--- config.mk ---
export PLATFORM = sky130hd
export DESIGN_NAME = seg_disp_ctrl
export DESIGN_NICKNAME = d
export VERILOG_FILES = /design/src/rtl/seg_disp_ctrl_pkg.sv /design/src/rtl/seg_disp_ctrl_dd_adjust.sv /design/src/rtl/seg_disp_ctrl.sv
export SDC_FILE = /design/constraint.sdc
export NUM_CORES = 1
export LEC_CHECK = 0
export BUFFER_PORTS_ARGS = -buffer_cell sky130_fd_sc_hd__buf_2
export CAP_MARGIN = 20
export CORE_MARGIN = 4
export CORE_UTILIZATION = 60
export DETAILED_ROUTE_END_ITERATION = 6
export PLACE_DENSITY = 0.89
export REMOVE_ABC_BUFFERS = 1
export SLEW_MARGIN = 5
export SYNTH_ARGS = -nofsm -noshare
export SYNTH_HDL_FRONTEND = slang
export SYNTH_SLANG_ARGS = --single-unit
--- constraint.sdc ---
create_clock -name clk -period 2.6 [get_ports clk]
set_input_delay 0.26 -clock clk [delete_from_list [all_inputs] [get_ports clk]]
set_output_delay 0.26 -clock clk [all_outputs]
set_load 0.05 [all_outputs]
--- src/rtl/seg_disp_ctrl_pkg.sv ---
// Shared constants for the seven-segment display sequencer:
// decoder glyph codes, request modes and FSM states.
package seg_disp_ctrl_pkg;

    localparam logic [3:0] SEG_OFF  = 4'hA;
    localparam logic [3:0] SEG_DASH = 4'hB;
    localparam logic [3:0] SEG_H    = 4'hC;
    localparam logic [3:0] SEG_L    = 4'hD;
    localparam logic [3:0] SEG_E    = 4'hE;
    localparam logic [3:0] SEG_P    = 4'hF;

    typedef enum logic [1:0] {
        MODE_NUM   = 2'd0,
        MODE_HELP  = 2'd1,
        MODE_DASH  = 2'd2,
        MODE_BLANK = 2'd3
    } mode_e;

    typedef enum logic [1:0] {
        ST_IDLE   = 2'd0,
        ST_SHIFT  = 2'd1,
        ST_COMMIT = 2'd2
    } state_e;

    // Digit 0 stays lit so a zero value still shows one "0".
    function automatic logic [3:0] lz_en(
        input logic [15:0] bcd,
        input logic        blank
    );
        logic [3:0] en;
        en = 4'hF;
        if (blank) begin
            en[3] = (bcd[15:12] != 4'h0);
            en[2] = en[3] | (bcd[11:8] != 4'h0);
            en[1] = en[2] | (bcd[7:4] != 4'h0);
        end
        return en;
    endfunction

endpackage

--- src/rtl/seg_disp_ctrl_dd_adjust.sv ---
// Double-dabble nibble correction: add 3 when the digit is 5 or more
// so the following left shift carries correctly into the next digit.
module seg_disp_ctrl_dd_adjust (
    input  logic [3:0] i_nib,
    output logic [3:0] o_nib
);

    assign o_nib = (i_nib >= 4'd5) ? i_nib + 4'd3 : i_nib;

endmodule

--- src/rtl/seg_disp_ctrl.sv ---
// Four-digit display sequencer: binary-to-BCD conversion, blanking and
// message substitution, committing a complete image in a single edge.
module seg_disp_ctrl
    import seg_disp_ctrl_pkg::*;
#(
    parameter int WIDTH   = 14,
    parameter int MAX_VAL = 9999,
    parameter int NDIG    = 4
) (
    input  logic              clk,
    input  logic              rst_n,
    input  logic              load,
    input  logic [WIDTH-1:0]  value,
    input  logic [1:0]        mode,
    input  logic              blank_lz,
    output logic [4*NDIG-1:0] digit,
    output logic [NDIG-1:0]   dig_en,
    output logic              busy,
    output logic              done,
    output logic              ovf
);

    localparam int SRW = 16 + WIDTH;
    localparam int CW  = $clog2(WIDTH);

    state_e           r_state;
    state_e           w_next;
    mode_e            r_mode;
    logic             r_blank;
    logic             r_over;
    logic [SRW-1:0]   r_sr;
    logic [CW-1:0]    r_cnt;
    logic             w_in_range;
    logic             w_num_ok;
    logic [15:0]      w_adj;
    logic [SRW-1:0]   w_sr_next;
    logic [15:0]      w_bcd;

    assign w_in_range = (value <= WIDTH'(MAX_VAL));
    assign w_num_ok   = (mode == MODE_NUM) && w_in_range;
    assign w_bcd      = r_sr[SRW-1 -: 16];
    assign busy       = (r_state != ST_IDLE);

    for (genvar g = 0; g < 4; g++) begin : g_adj
        seg_disp_ctrl_dd_adjust u_adj (
            .i_nib (r_sr[WIDTH+4*g +: 4]),
            .o_nib (w_adj[4*g +: 4])
        );
    end

    assign w_sr_next = {w_adj[14:0], r_sr[WIDTH-1:0], 1'b0};

    always_ff @(posedge clk or negedge rst_n) begin
        if (!rst_n) begin
            r_state <= ST_IDLE;
        end else begin
            r_state <= w_next;
        end
    end

    always_comb begin
        w_next = r_state;
        unique case (r_state)
            ST_IDLE: begin
                if (load) begin
                    w_next = w_num_ok ? ST_SHIFT : ST_COMMIT;
                end
            end
            ST_SHIFT: begin
                if (r_cnt == '0) begin
                    w_next = ST_COMMIT;
                end
            end
            ST_COMMIT: w_next = ST_IDLE;
            default:   w_next = ST_IDLE;
        endcase
    end

    always_ff @(posedge clk or negedge rst_n) begin
        if (!rst_n) begin
            r_mode  <= MODE_NUM;
            r_blank <= 1'b0;
            r_over  <= 1'b0;
            r_sr    <= '0;
            r_cnt   <= '0;
            digit   <= {4{SEG_OFF}};
            dig_en  <= '0;
            done    <= 1'b0;
            ovf     <= 1'b0;
        end else begin
            done <= 1'b0;
            unique case (r_state)
                ST_IDLE: begin
                    if (load) begin
                        r_mode  <= mode_e'(mode);
                        r_blank <= blank_lz;
                        r_over  <= (mode == MODE_NUM) && !w_in_range;
                        r_sr    <= {16'h0, value};
                        r_cnt   <= CW'(WIDTH - 1);
                    end
                end
                ST_SHIFT: begin
                    r_sr  <= w_sr_next;
                    r_cnt <= r_cnt - CW'(1);
                end
                ST_COMMIT: begin
                    done <= 1'b1;
                    ovf  <= 1'b0;
                    unique case (r_mode)
                        MODE_NUM: begin
                            if (r_over) begin
                                digit  <= {4{SEG_DASH}};
                                dig_en <= 4'hF;
                                ovf    <= 1'b1;
                            end else begin
                                digit  <= w_bcd;
                                dig_en <= lz_en(w_bcd, r_blank);
                            end
                        end
                        MODE_HELP: begin
                            digit  <= {SEG_H, SEG_E, SEG_L, SEG_P};
                            dig_en <= 4'hF;
                        end
                        MODE_DASH: begin
                            digit  <= {4{SEG_DASH}};
                            dig_en <= 4'hF;
                        end
                        MODE_BLANK: begin
                            digit  <= {4{SEG_OFF}};
                            dig_en <= 4'h0;
                        end
                    endcase
                end
                default: ;
            endcase
        end
    end

endmodule

==> results of run 1 <==
-- cell usage after synthesis (2+ instances only) --
cell type   n  share of area, %
a21oi_1    11               1.8
a22o_1      4               1.2
a31oi_1    13               2.7
a32o_1      4               1.3
buf_2       8               1.3
clkbuf_1    6              0.75
dfrtp_1    54                45
dfstp_2     8               7.0
ha_1       17               7.1
inv_1      13               1.6
nand2_1    54               6.8
nand2b_1    6               1.3
nand3_1     4              0.67
nand4_1     2              0.42
nor2_1     21               2.6
nor2b_1     2              0.42
nor3_1      2              0.34
nor3b_1     4               1.0
nor4_2      2              0.84
o21ai_0    21               3.5
o22a_1      6               1.8
o22ai_1    12               2.5
o311ai_0    3              0.88
o31ai_1     5               1.3
o32ai_1     3              0.88
xnor2_1     5               1.5
-- kinds of logic (layout without fill, tap and decap cells) --
logic type / count (synthesis) / count (layout)
and+or+nand+nor: 103 / 103
AOI/OAI and AO/OA: 86 / 86
DFF: 62 / 62
buffers and inverters: 28 / 78
adders and majority gates: 17 / 17
xor gates and xnor gates: 6 / 6
-- flip-flops by register name, summed over array words and instances (netlist names) --
signal and flops:
r_cnt 4, r_mode 2, r_blank 1, digit 16
r_state 2, r_sr 30, ovf 1, done 1
dig_en 4, r_over 1
-- power groups by stage --
stage | combinational, W | sequential [W] | clock [W]
after floorplan | 0.000703 | 0.00200 | 0
after global placement | 0.00153 | 0.00152 | 0
after detailed placement | 0.00158 | 0.00153 | 0
after CTS | 0.00158 | 0.00152 | 0.000905
after global routing | 0.00171 | 0.00157 | 0.000958
final | 0.00157 | 0.00151 | 0.000894
-- routing by layer --
| layer | wire [um] | part of all wire, % |
|---|---|---|
| met4 | 155 | 2.6 |
| met3 | 317 | 5.3 |
| met1 | 2690 | 45 |
| met2 | 2840 | 47 |
| met5 | 0 | 0 |
-- worst max-delay path by stage --
stage,endpoint,depth (start not counted)
final,dig_en[1],6
after global routing,dig_en[1],6
after CTS,dig_en[1],6
after detailed placement,dig_en[1],6
after global placement,dig_en[1],6
after floorplan,r_sr[17],4
-- through the flow --
stage	utilization [%]	instances	area (um2)	power (W)	setup slack (ps)
3_3_place_gp	68.2	403	3260	0.00305	870
3_5_place_dp	68.2	403	3260	0.00311	755
4_1_cts	72.8	419	3480	0.00400	692
6_report	72.8	419	3480	0.00398	657
2_1_floorplan	-	288	2920	0.00270	367
5_1_grt	72.8	419	3480	0.00424	582
-- layout make-up --
type,count,share of cell area (%)
clock buffer,13,5.14
timing repair buffer,48,7.33
inverter,14,1.51
tap,67,2.41
sequential,62,44.8
clock inverter,3,1.15
multi-input combinational,212,37.6
-- layout by cell type (no fill, tap or decap), types with 8 or more instances in the layout --
| master | n |
|---|---|
| dfstp_2 | 8 |
| nor2_1 | 20 |
| dfrtp_1 | 54 |
| inv_1 | 13 |
| clkbuf_8 | 13 |
| ha_1 | 17 |
| nand2_1 | 54 |
| buf_2 | 42 |
| a21oi_1 | 11 |
| o21ai_0 | 21 |
| a31oi_1 | 13 |
| o22ai_1 | 12 |
-- critical path, cell delays in order (launching register included) --
cell and delay [ps]:
dfrtp_1 420, inv_1 130, ha_1 400, nand2b_4 130, nor4_2 380, nand4_1 150, a22o_1 220
==> qor.txt, run 1 <==
Status - complete, no violations
# hold bufs at CTS - 0
Core box area - 4790 um2
Clock sink total - 62
Met1 usage - 27.2%
DR vias/cell - 5.62
Clock buffer depth - 2
Max rail drop VDD - 0.600 mV
DRT antenna net count - 0
Combinational Power Share - 39.5%
Mux cell area share after synthesis - 0%
Overall routing resource usage - 21.6%
Synth unique cells - 38
Share of layout cells above drive strength 1 - 21.9%
Seq pwr share - 38.0%
Synth async-reset ratio - 100%
Hold slack final - 59.9 ps
Fin crit share - 74.7%
DIE WIDTH - 78.5 um
Adder-Cell Fraction of Synth Area - 7.12%
Worst Reg-to-Reg Cells - 6
Worst-path clk slew - 70 ps
Leakage - 1.58 nW
Number of synthesized flops with an enable pin - 0
Max Slew Vio Count - 0
Wirelength per Cell - 14.3 um
Switch share - 41.2%
Max FO, Critical Path - 11
Critical path endpoint category - flop
Synth-to-layout area growth - 16.7%
FF/Latch Area - 1560 um2
Clock latency on the worst-skew pair - 340 ps
Hold Vio Cnt, Final - 0
Clock power share - 22.5%
Sw Pwr - 0.00164 W
Post-DP HPWL - 4.24 mm
Die area - 6170 um2
Worst R2R Setup Slack - 660 ps
Crit path time final - 1940 ps
First-pass GRT wire length - 10.4 mm
Drt pass-1 iters - 4
Port Buffer Count - 42
First DRT Iteration DRCs - 152
Area taken by multi-input logic gates - 1310 um2
Post-CTS sizing - 0
Setup Crit Path Kind - flop to flop
CP required - 2820 ps
Post-synthesis instance total - 302
Slew at the pin with the worst max-slew slack - 748 ps
Final net count - 384
Yosys reg bits - 62
Initial Util - 62.4%
TritonCTS clock tree - built
Largest net degree at the start of global routing - 63
Max-Cap Viols - 0
Diodes inserted - 0
Largest family of logic cells by synthesized area - compound AO/OA/AOI/OAI gates
Post-Syn Area - 2990 um2
Mean Syn Cell Area - 9.89 um2
Min-Delay Path Class - primary input to asynchronous set/reset pin
Busiest grt layer - met2
Seq/Total Area, Yosys - 52.3%
Met3 GRT Util - 4.82%
Synth Area in Compound Gates - 19.0%
FMAX - 515 MHz
Synth warnings - 0
Final GP Congestion - 0.831
Remaining global-route overflow - 0
Pwr Density - 1140 nW/um2
Worst clock skew - 9.01 ps
RSZ-0062 raised after global routing - no
Final setup viols - 0
Initial antenna violation count - 0
CTS root buffer - clkbuf_8
Setup TNS - 0 ps
Crit start category - flop
Final WL - 6.01 mm
Vias - 2353
Vias in the first global route - 2261
Die Y - 78.5 um
CTS Buf Count - 9
Slew margin rel. - 50.1%
Int Pwr - 0.00234 W
H-tree depth - 3
Synth Area in Simple Gates - 16.0%
Reg-to-Reg End - dig_en[1]
# IOs - 43
DRC viols - 0
CP Data Arrival Time - 2160 ps
Crit path from - r_mode[0]
FILL cells - 366
Critical R2R Launch - r_mode[0]
Num rows - 25
Met2 Use GR - 34.4%
Post-CTS setup buffer count - 0
Primary FF master, synth - dfrtp_1
Post-Synth XOR/XNOR Area - 1.76%
Power figures use the tool's default switching activity.
==> run 2: changes to the inputs <==
--- a/config.mk
+++ b/config.mk
@@ -8,9 +8,9 @@
 export BUFFER_PORTS_ARGS = -buffer_cell sky130_fd_sc_hd__buf_2
 export CAP_MARGIN = 20
 export CORE_MARGIN = 4
-export CORE_UTILIZATION = 60
+export CORE_UTILIZATION = 51
 export DETAILED_ROUTE_END_ITERATION = 6
-export PLACE_DENSITY = 0.89
+export PLACE_DENSITY = 0.81
 export REMOVE_ABC_BUFFERS = 1
 export SLEW_MARGIN = 5
 export SYNTH_ARGS = -nofsm -noshare
==> constraint.sdc (replaced) <==
create_clock -name clk -period 1.6 [get_ports clk]
set_input_delay 0.16 -clock clk [delete_from_list [all_inputs] [get_ports clk]]
set_output_delay 0.16 -clock clk [all_outputs]
set_load 0.05 [all_outputs]
==> qor.txt, run 2 (synthesized netlist as in run 1, its figures left out) <==
Status - complete, no violations
Wirelength per Cell - 14.9 um
Combinational Power Share - 42.5%
RSZ-0062 raised after global routing - no
Setup Crit Path Kind - flop to flop
Pwr Density - 1820 nW/um2
Die area - 7140 um2
Max FO, Critical Path - 3
Max Slew Vio Count - 0
Remaining global-route overflow - 0
Worst clock skew - 5.23 ps
H-tree depth - 3
Crit path time final - 1500 ps
DR vias/cell - 5.58
Top sig layer - met4
Initial Util - 53.2%
Leakage - 1.61 nW
Final WL - 6.47 mm
FMAX - 665 MHz
CP Data Arrival Time - 1740 ps
CTS root buffer - clkbuf_8
Vias - 2417
Post-Layout Cell Count - 433
Commonest non-fill, non-tap cell in the layout - dfrtp_1
Diodes inserted - 0
Share of layout cells above drive strength 1 - 25.2%
Hold Vio Cnt, Final - 0
Metal3 WL - 332 um
DRT antenna net count - 0
Num rows - 27
Critical path endpoint category - flop
Seq pwr share - 37.5%
Final net count - 393
Switch share - 42.4%
Final Power - 0.00655 W
Core box area - 5610 um2
Placed cell areas - 3350 um2
Vias in the first global route - 2409
Metal2 WL - 3.14 mm
Min-Delay Path Class - primary input to flop
Post-Route M1 WL - 2.93 mm
Largest net degree at the start of global routing - 63
First DRT Iteration DRCs - 119
Clock power share - 20.0%
Int Pwr - 0.00377 W
# IOs - 43
Slew at the pin with the worst max-slew slack - 354 ps
Synth-to-layout area growth - 20.3%
Clock buffer depth - 2
DIE WIDTH - 84.5 um
Overall routing resource usage - 19.1%
Commonest cells after routing, fill and taps aside - dfrtp_1 (54), nand2_1 (53), buf_2 (42)
Final setup viols - 0
CTS Buf Count - 9
Clock latency on the worst-skew pair - 340 ps
Worst-path clk slew - 70 ps
Setup TNS - 0 ps
Port Buffer Count - 42
TritonCTS clock tree - built
Largest registers - r_sr (30), digit (16)
Final core utilization - 64.1%
Largest register by flop count - r_sr
CP required - 1830 ps
Post-DP HPWL - 4.40 mm
Fin crit share - 94.0%
Final GP Congestion - 0.812
Sw Pwr - 0.00278 W
Initial antenna violation count - 0
Max-Cap Viols - 0
Crit start category - flop
Clock sink total - 62
Die Y - 84.5 um
Max rail drop VDD - 1.02 mV
DRC viols - 0
Placed instance count - 415
Slew margin rel. - 76.1%
Drt pass-1 iters - 5
First-pass GRT wire length - 10.9 mm
Design area - 3590 um2
Max reg flops - 30
-- run 2: cell count changes in the layout (fill, tap and decap cells not counted), moves of 4 or more --
cell / previous run / this run
a21oi_2: 0 / 4
a21oi_1: 11 / 7
clkbuf_8: 13 / 9
buf_4: 6 / 11
-- run 2: final cells by class --
cell class	count	area [um2]
Fill cell	482	2020
Sequential cell	62	1560
Multi-Input combinational cell	212	1350
Timing Repair Buffer	57	353
Clock buffer	11	131
Tap cell	72	90.1
Inverter	14	52.6
Clock inverter	5	50.0
-- run 2: critical path: stages, from the launching register on --
cell,delay [ps]
dfrtp_1,390
inv_1,160
ha_4,190
nand2b_4,70
nor4_4,250
nand4_1,130
a22o_1,210
-- run 2: layer usage --
metal  GRT usage, %  vias up
li1               -     1180
met1           24.5     1177
met2           30.8       54
met3           4.91        6
met4           8.20        0
met5              0        -
-- run 2: stage by stage --
step	hold slack [ps]	worst slack, ps
after global routing	53.0	13.0
after CTS	51.3	6.63
after global placement	194	43.0
final	57.2	96.6
after detailed placement	191	1.18
after floorplan	-136	-633
-- run 2: power groups by stage --
stage / logic [W] / registers (W) / clock network, W
final: 0.00278 / 0.00246 / 0.00131
after global routing: 0.00303 / 0.00254 / 0.00141
after CTS: 0.00274 / 0.00246 / 0.00132
after detailed placement: 0.00271 / 0.00248 / 0
after global placement: 0.00263 / 0.00246 / 0
after floorplan: 0.00114 / 0.00325 / 0
-- run 2: final timing paths --
kind                            cells past startpoint  startpoint         to  slack (ps)
worst max-delay path                                6   r_mode[0]  dig_en[1]         100
worst min-delay path                                2    value[0]    r_sr[0]          60
worst max register to register                      6   r_mode[0]  dig_en[1]         100
worst min register to register                      2    digit[2]   digit[2]         470
max in group asynchronous                           3       rst_n   digit[9]         910
min in group asynchronous                           3       rst_n  dig_en[2]         360
-- run 2: what timing repair did --
action / CTS / global route
pin swaps: 0 / 1
cloned: 0 / 0
buffers inserted: 0 / 0
setup endpoints to repair: 7 / 30
hold buffers: 2 / 0
gates resized for setup: 2 / 9
endpoints found under the hold margin: 55 / 0
